File: config.mk
export PLATFORM = sky130hd
export DESIGN_NAME = serial_sub_ctrl
export DESIGN_NICKNAME = d
export VERILOG_FILES = /design/src/rtl/serial_sub_ctrl.sv
export SDC_FILE = /design/constraint.sdc
export NUM_CORES = 1
export LEC_CHECK = 0
export ABC_AREA = 1
export BUFFER_PORTS_ARGS = -buffer_cell sky130_fd_sc_hd__buf_4
export CORE_ASPECT_RATIO = 1.25
export CORE_MARGIN = 3
export CORE_UTILIZATION = 58
export CTS_BUF_LIST = sky130_fd_sc_hd__clkbuf_16
export DETAILED_ROUTE_END_ITERATION = 8
export PLACE_DENSITY_LB_ADDON = 0.05
export SLEW_MARGIN = 20
export SYNTH_ARGS = -nofsm -noshare
export SYNTH_HDL_FRONTEND = slang
export SYNTH_SLANG_ARGS = --single-unit
export TNS_END_PERCENT = 5
File: constraint.sdc
create_clock -name clk -period 3.09 [get_ports clk]
set_input_delay 0.618 -clock clk [delete_from_list [all_inputs] [get_ports clk]]
set_output_delay 0.618 -clock clk [all_outputs]
set_load 0.05 [all_outputs]
File: src/rtl/serial_sub_ctrl.sv
`default_nettype none
// ============================================================================
//  Module   : serial_sub_ctrl
//  Purpose  : Bit-serial WIDTH-bit subtractor controller, diff = a - b, LSB
//             first, one bit per clock through a single 1-bit subtract cell.
//  Option   : SERIAL_SUB_OVF_EN adds the signed overflow output ovf.
//  Revision : 1.0 - initial release
// ============================================================================
module serial_sub_ctrl #(
    parameter int WIDTH = 8
) (
    input  logic             clk,
    input  logic             rst,
    input  logic             start,
    input  logic [WIDTH-1:0] a,
    input  logic [WIDTH-1:0] b,
    output logic             busy,
    output logic             done,
    output logic [WIDTH-1:0] diff,
    output logic             borrow_out
`ifdef SERIAL_SUB_OVF_EN
    ,
    output logic             ovf
`endif
);

    localparam int               c_CNT_W = (WIDTH > 2) ? $clog2(WIDTH) : 1;
    localparam logic [c_CNT_W-1:0] c_LAST = c_CNT_W'(WIDTH - 1);

    localparam logic [1:0] c_ST_IDLE = 2'd0;
    localparam logic [1:0] c_ST_RUN  = 2'd1;
    localparam logic [1:0] c_ST_DONE = 2'd2;

    logic [1:0]         r_state;
    logic [1:0]         w_next_state;
    logic [WIDTH-1:0]   r_sa;
    logic [WIDTH-1:0]   r_sb;
    logic [WIDTH-1:0]   r_sr;
    logic               r_br;
    logic [c_CNT_W-1:0] r_cnt;
    logic [WIDTH-1:0]   r_diff;
    logic               r_borrow;
    logic               w_d;
    logic               w_bnext;
    logic               w_last;

    // Shared 1-bit subtract cell: two half-subtractors on the current LSBs.
    assign w_d     = r_sa[0] ^ r_sb[0] ^ r_br;
    assign w_bnext = (~r_sa[0] & r_sb[0]) | (~(r_sa[0] ^ r_sb[0]) & r_br);
    assign w_last  = (r_cnt == c_LAST);

    always_ff @(posedge clk) begin
        if (rst) begin
            r_state <= c_ST_IDLE;
        end else begin
            r_state <= w_next_state;
        end
    end

    always_comb begin
        w_next_state = r_state;
        case (r_state)
            c_ST_IDLE: if (start) w_next_state = c_ST_RUN;
            c_ST_RUN:  if (w_last) w_next_state = c_ST_DONE;
            c_ST_DONE: w_next_state = c_ST_IDLE;
            default:   w_next_state = c_ST_IDLE;
        endcase
    end

    always_comb begin
        busy = (r_state == c_ST_RUN);
        done = (r_state == c_ST_DONE);
    end

    always_ff @(posedge clk) begin
        if (rst) begin
            r_sa     <= '0;
            r_sb     <= '0;
            r_sr     <= '0;
            r_br     <= 1'b0;
            r_cnt    <= '0;
            r_diff   <= '0;
            r_borrow <= 1'b0;
        end else if (r_state == c_ST_IDLE) begin
            if (start) begin
                r_sa  <= a;
                r_sb  <= b;
                r_br  <= 1'b0;
                r_cnt <= '0;
            end
        end else if (r_state == c_ST_RUN) begin
            r_sr  <= {w_d, r_sr[WIDTH-1:1]};
            r_sa  <= r_sa >> 1;
            r_sb  <= r_sb >> 1;
            r_br  <= w_bnext;
            r_cnt <= r_cnt + c_CNT_W'(1);
            // Final bit is merged straight into the result, no extra cycle.
            if (w_last) begin
                r_diff   <= {w_d, r_sr[WIDTH-1:1]};
                r_borrow <= w_bnext;
            end
        end
    end

    assign diff       = r_diff;
    assign borrow_out = r_borrow;

`ifdef SERIAL_SUB_OVF_EN
    logic r_ovf;

    // On the last bit sa[0]/sb[0] still hold the original operand MSBs.
    always_ff @(posedge clk) begin
        if (rst) begin
            r_ovf <= 1'b0;
        end else if ((r_state == c_ST_RUN) && w_last) begin
            r_ovf <= (r_sa[0] != r_sb[0]) && (w_d != r_sa[0]);
        end
    end

    assign ovf = r_ovf;
`endif

endmodule
`default_nettype wire
# Word level (Yosys, flattened, before mapping)
# Cells that the tools add are included.
# word_totals
register_bits	39
out_inout_bits	11
# classes
n_addsub	1
n_eq_ne	5
mux	15
bitwise	8
reduce_logical	6
# ops
op	n
8-bit 2-to-1 mux	6
3-bit 2-to-1 mux	3
2-bit AND reduction	3
2-bit 2-to-1 mux	2
2-bit case mux with 2 select lines	1
3-bit by 1-bit adder with 3-bit output, second input constant	1
3-bit == test, second input constant	1
1-bit 2-to-1 mux	3
1-bit NOT	3
3-bit AND reduction	1
1-bit bitwise AND	2
2-bit by 1-bit == test with 1-bit output, second input constant	1
2-bit == test, second input constant	1
2-bit logical NOT	1
2-bit by 1-bit != test with 1-bit output, second input constant	1
2-bit != test, second input constant	1
2-bit nonzero test	1
1-bit bitwise XOR	2
1-bit OR	1

# Longest topological paths before layout
# Gate-level depths: netlist of run 1.
# depth
word_depth	6
ltp_mapped	7

# Worst setup path after synthesis of run 1
# OpenSTA, ideal clock, no wires.
# synth_timing
path_type	flip-flop to output port
start	register r_state[0]
end	output done
arrival_time_ps	1225
required_ps	2472
slack_ps	1247
path_stages_with_launch	3
path_buffers	1
cell_sequence	dfxtp_1 clkbuf_1 nor2_1
# synth_between
elab_chain_cells	1
# synth_lines
item	line	text
from (decl)	34	logic [1:0] r_state;
from (signal assigned)	54	r_state <= c_ST_IDLE;
from (signal assigned)	56	r_state <= w_next_state;
2-bit == test	72	done = (r_state == c_ST_DONE);
to (decl)	18	output logic done,
# No other way between the ends.

# Worst setup path after layout of run 1
# layout_timing
start	register r_state[1]
end	output done
# Same word-level chain as after synthesis.

==> results.cfg, run 1 <==
[synthesis]
synthesis.yosys.warnings = 0
syn_nets = 251
synth.avg_cell_area_um2 = 7.39
mappedNetlistArea_um2 = 1690
yosys_register_bits = 38
synth_cell_type_count = 20
synth_top_cell_area_share_pct = 44.9
yosys.area.top_type = sky130_fd_sc_hd__dfxtp_1
cells_taking_the_most_area_after_synthesis = sky130_fd_sc_hd__dfxtp_1, sky130_fd_sc_hd__nand2_1, sky130_fd_sc_hd__o21ai_0, sky130_fd_sc_hd__a21oi_1, sky130_fd_sc_hd__inv_1
sequential_to_total_area_share_from_yosys_stat_pct = 44.9
syn_inst = 229

[layout]
final_common_cell = sky130_fd_sc_hd__nand2_1
final_stage_net_count = 277
num_antenna_cells = 0
final_design_area_no_fill_um2 = 2090
flow.area_growth_from_synthesis_pct = 23.7
layout-drive-gt1-share_pct = 21.1
final_core_area_utilization_pct = 76.6
final_cells = 290
layout_common_cells = sky130_fd_sc_hd__nand2_1, sky130_fd_sc_hd__dfxtp_1, sky130_fd_sc_hd__buf_4, sky130_fd_sc_hd__o21ai_0, sky130_fd_sc_hd__inv_1

[critical_path]
r2r.worst_path.cells = 5
startpoint_type = register
timing.critical_path.fanout_max = 17
critical_path.reg2reg.startpoint = r_state[0]
cp-end-kind = output port
r2r_setup_slack_ns = 1.47
required_ns = 2.47
timing.rr.end = r_sa[2]
timing.critical_path.arrival_ns = 1.47
timing_worst_setup_path_type = register to output port

[timing]
skew_ns = 0.00651
rsz0062_at_grt = false
final_hold_viol_count = 0
final_min_period_over_clock_period_pct = 67.6
finalSetupViolations = 0
timing.setup.tns_ns = 0
worst_pin_slew_ns = 0.799
timing.max_slew.rel_slack_pct = 46.6
slew_viol_final = 0
achievable-frequency_mhz = 478
period_needed_ns = 2.09

[die]
floorplan.die_area_um2 = 3610
dieHeight_um = 66.4
core-area_um2 = 2730
initial_core_util_pct = 62.0
std_cell_rows = 21
die_width_um = 54.3
i_o_pin_count = 30

[clocking]
cts_max_path_buffers = 2
root_buffer = sky130_fd_sc_hd__clkbuf_16
clock_sinks = 38
cts_tree = built
post-cts-setup-buffers = 0
cts_htree_levels = 2
postCtsHoldBufs = 0
cts.reportedPaths.clkPinSlew_ns = 0.05
cts-resized-gates = 0
cts_inserted_buffers = 5
worstSkewPairLatency_ns = 0.28

[global_routing]
groute.usage.overall_pct = 21.1
grt_overflow_total = 0
grt_antenna_before_repair = 0
maximum_number_of_pins_on_one_net_before_global_route_repair = 36
grt_first_pass_wirelength_um = 5500
number_of_global_route_vias_before_repair = 1357

[power_and_ir_drop]
share_comb_of_total_power_pct = 10.6
pwrdens_nw_per_um2 = 627
seq_power_share_pct = 40.4
swShare_pct = 21.0
ir_drop_mv = 0.534
internal_power_mw = 1.04
p_clk_share_pct = 49.1
switchingPower_mw = 0.275
power_leakage_nw = 0.933

[routing]
drtPass1Iterations = 4
post_drt_via_cell_ratio = 5.00
remaining_drc_errors = 0
vias = 1449
totalWireLength_um = 3290
antenna_left = 0
drt_first_iter_violations = 38
route.detailed.wl_per_inst_um = 11.3

[worst_hold_path]
worstHoldStart = r_sa[7]
min_path_type = register to register
hold_path_depth = 2
whs_endpoint = r_sa[7]

[place]
hpwl_um = 2190
placed_cell_area_um2 = 1900
place.port_buffers = 29
dpl.cell_count = 282
gp_congestion = 0.708

[outcome]
run_status = complete, no violations

[flow_run]
max-cap-violations = 0
[state kept, by name, indices dropped and copies added (netlist names)]
signal	flops
r_br	1
borrow_out	1
r_cnt	3
r_sa	8
r_sr	7
diff	8
r_state	2
r_sb	8
[metal layers]
metal	global-route usage (%)	share of wire, %	up-vias
met4	8.41	1.7	0
li1	-	-	775
met2	36.2	48	22
met1	23.5	46	646
met3	6.09	4.2	6
met5	0	0	-
[cell usage after synthesis, drive strengths merged]
| cell | n |
|---|---|
| fa | 1 |
| dfxtp | 38 |
| nand3 | 12 |
| or2 | 14 |
| o21ai | 30 |
| clkbuf | 4 |
| nand2 | 43 |
| a21oi | 26 |
| inv | 29 |
| ha | 2 |
| buf | 8 |
| nor2 | 22 |
[per-stage QoR]
stage	hold slack (ns)	power, mW	worst slack, ns
6_report	0.458	1.31	1.00
5_1_grt	0.488	1.37	0.930
3_3_place_gp	0.449	0.675	1.33
2_1_floorplan	0.433	0.640	1.25
3_5_place_dp	0.451	0.678	1.31
4_1_cts	0.460	1.32	1.01
[worst max-delay path: stages (launching register included)]
cell and delay (ns):
sky130_fd_sc_hd__dfxtp_1 0.74, sky130_fd_sc_hd__inv_2 0.13, sky130_fd_sc_hd__nor2_1 0.12, sky130_fd_sc_hd__buf_4 0.20
[how the worst max path moves through the flow]
stage | startpoint | end | slack (ns) | cells past startpoint
2_1_floorplan | r_state[0] | done | 1.25 | 2
3_3_place_gp | r_state[1] | done | 1.33 | 3
3_5_place_dp | r_state[1] | done | 1.31 | 3
4_1_cts | r_state[1] | done | 1.01 | 3
5_1_grt | r_state[1] | done | 0.93 | 3
6_report | r_state[1] | done | 1.0 | 3
[logic make-up (layout without fill, tap and decap cells)]
| family | count (synthesis) | count (layout) | share of synthesized area, % |
|---|---|---|---|
| flip-flops | 38 | 38 | 44.9 |
| AND/OR/NAND/NOR | 91 | 91 | 25.0 |
| adder cells (fa/ha/maj) | 3 | 3 | 2.66 |
| AO/OA/AOI/OAI | 56 | 56 | 17.2 |
| buffers and inverters | 41 | 68 | 10.2 |
[power by group through the flow]
stage               Combinational (mW)  Clock [mW]  Sequential, mW
finish                           0.139       0.644           0.530
global route                     0.159       0.676           0.533
CTS                              0.140       0.653           0.530
detailed placement               0.138           0           0.540
global placement                 0.135           0           0.539
floorplan                        0.101           0           0.539
[area by class of cell]
class,instances,area [µm²]
clock buffers,5,125
clock inverters,3,63.8
fillers,227,639
inverters,29,109
multi-input cells,150,759
flip-flops and latches,38,761
well taps,34,42.5
repair buffers,31,233
(Power assumes the default switching activity.)
==> run 2, diff against run 1 <==
--- a/config.mk
+++ b/config.mk
@@ -9,7 +9,7 @@
 export BUFFER_PORTS_ARGS = -buffer_cell sky130_fd_sc_hd__buf_4
 export CORE_ASPECT_RATIO = 1.25
 export CORE_MARGIN = 3
-export CORE_UTILIZATION = 58
+export CORE_UTILIZATION = 49
 export CTS_BUF_LIST = sky130_fd_sc_hd__clkbuf_16
 export DETAILED_ROUTE_END_ITERATION = 8
 export PLACE_DENSITY_LB_ADDON = 0.05
==> constraint.sdc (replaced) <==
create_clock -name clk -period 1.7 [get_ports clk]
set_input_delay 0.34 -clock clk [delete_from_list [all_inputs] [get_ports clk]]
set_output_delay 0.34 -clock clk [all_outputs]
set_load 0.05 [all_outputs]
==> results.cfg, run 2 (same netlist as run 1, synthesis figures left out) <==
[critical_path]
timing.critical_path.max_delay_family = flip-flops
chain_of_cells_forming_the_critical_path = inv_2, nor2_1, buf_4
timing.critical_path.arrival_ns = 1.23
startpoint_type = register
worst_path_largest_cell_delay_ns = 0.54
cell_with_the_biggest_individual_delay_on_the_critical_path = sky130_fd_sc_hd__dfxtp_1
worst-path-buf-inv = 2
timing_worst_setup_path_type = register to output port
cp-end-kind = output port
required_ns = 1.36
timing.critical_path.fanout_max = 8

[clocking]
postCtsHoldBufs = 0
cts_max_path_buffers = 2
cts.reportedPaths.clkPinSlew_ns = 0.05
cts_inserted_buffers = 5
cts_htree_levels = 2
clock_sinks = 38
cts-resized-gates = 0
worstSkewPairLatency_ns = 0.27
post-cts-setup-buffers = 0
root_buffer = sky130_fd_sc_hd__clkbuf_16
cts_tree = built

[power_and_ir_drop]
power_leakage_nw = 0.939
p_clk_share_pct = 41.0
seq_power_share_pct = 46.6
switchingPower_mw = 0.484
ir_drop_mv = 0.677
totalPowerFinal_mw = 2.07
swShare_pct = 23.4
internal_power_mw = 1.59
pwrdens_nw_per_um2 = 992
share_comb_of_total_power_pct = 12.4

[place]
dpl.cell_count = 289
place.port_buffers = 29
placed_cell_area_um2 = 1950
hpwl_um = 2260
gp_congestion = 0.785
dp_worst_setup_slack_ns = 0.382

[routing]
antenna_left = 0
drtPass1Iterations = 5
remaining_drc_errors = 0
vias = 1437
route.detailed.wl_per_inst_um = 11.0
totalWireLength_um = 3270
post_drt_via_cell_ratio = 4.84
drt_first_iter_violations = 63

[die]
core-area_um2 = 3250
initial_core_util_pct = 52.1
dieHeight_um = 71.7
die_width_um = 58.6
std_cell_rows = 23
i_o_pin_count = 30
floorplan.die_area_um2 = 4200

[timing]
final_critical_path_setup_slack_ns = 0.131
slew_viol_final = 0
timing.max_slew.rel_slack_pct = 74.9
worst_hold_slack_ns = 0.284
final_min_period_over_clock_period_pct = 92.3
period_needed_ns = 1.57
final_hold_viol_count = 0
achievable-frequency_mhz = 637
finalSetupViolations = 0
worst_pin_slew_ns = 0.376
rsz0062_at_grt = false
timing.setup.tns_ns = 0
skew_ns = 0.00319

[layout]
final_stage_net_count = 281
layout-drive-gt1-share_pct = 21.9
num_antenna_cells = 0
nFillCells = 307
final_design_area_no_fill_um2 = 2090
final_core_area_utilization_pct = 64.2
final_common_cell = sky130_fd_sc_hd__nand2_1
flow.area_growth_from_synthesis_pct = 23.4
final_cells = 297
layout_common_cells = sky130_fd_sc_hd__nand2_1, sky130_fd_sc_hd__dfxtp_1, sky130_fd_sc_hd__buf_4, sky130_fd_sc_hd__o21ai_0, sky130_fd_sc_hd__inv_1

[global_routing]
grt_first_pass_wirelength_um = 5640
grt_antenna_before_repair = 0
maximum_number_of_pins_on_one_net_before_global_route_repair = 28
number_of_global_route_vias_before_repair = 1346
groute.usage.overall_pct = 16.8
grt_overflow_total = 0

[outcome]
run_status = complete, no violations

[flow_run]
max-cap-violations = 0

[worst_hold_path]
min_path_type = input port to register
run 2: cell count changes in the layout (fill, tap and decap cells not counted), sizes merged:
cell,change
buf,+4
bufinv,-2
clkinv,+1
inv,+1
run 2: routing by layer:
metal / global-route usage [%] / wire, µm / up-vias
met3: 4.14 / 143 / 2
met4: 5.29 / 20 / 0
met2: 27.7 / 1600 / 23
li1: - / - / 778
met1: 21.5 / 1510 / 634
met5: 0 / 0 / -
run 2: power groups by stage:
stage	combinational (mW)	sequential (mW)	clock (mW)
2_1_floorplan	0.184	0.979	0
3_3_place_gp	0.258	0.983	0
3_5_place_dp	0.258	0.984	0
4_1_cts	0.261	0.965	0.872
5_1_grt	0.296	0.970	0.918
6_report	0.257	0.965	0.850
run 2: cell type report:
| type | instances | area [µm²] | share of cell area [%] |
|---|---|---|---|
| clock inverter | 3 | 12.5 | 0.599 |
| tap | 37 | 46.3 | 2.22 |
| sequential | 38 | 761 | 36.4 |
| timing repair buffer | 35 | 275 | 13.2 |
| clock buffer | 5 | 125 | 5.99 |
| inverter | 29 | 109 | 5.21 |
| multi-input combinational | 150 | 759 | 36.4 |
run 2: path summary, 6_finish.rpt:
| path | from | end | slack (ns) | cells after the start |
|---|---|---|---|---|
| max | r_state[1] | done | 0.13 | 3 |
| min | rst | r_cnt[2] | 0.28 | 2 |
| max reg2reg | r_state[0] | r_sr[4] | 0.37 | 4 |
| min reg2reg | r_sa[7] | r_sa[7] | 0.46 | 2 |
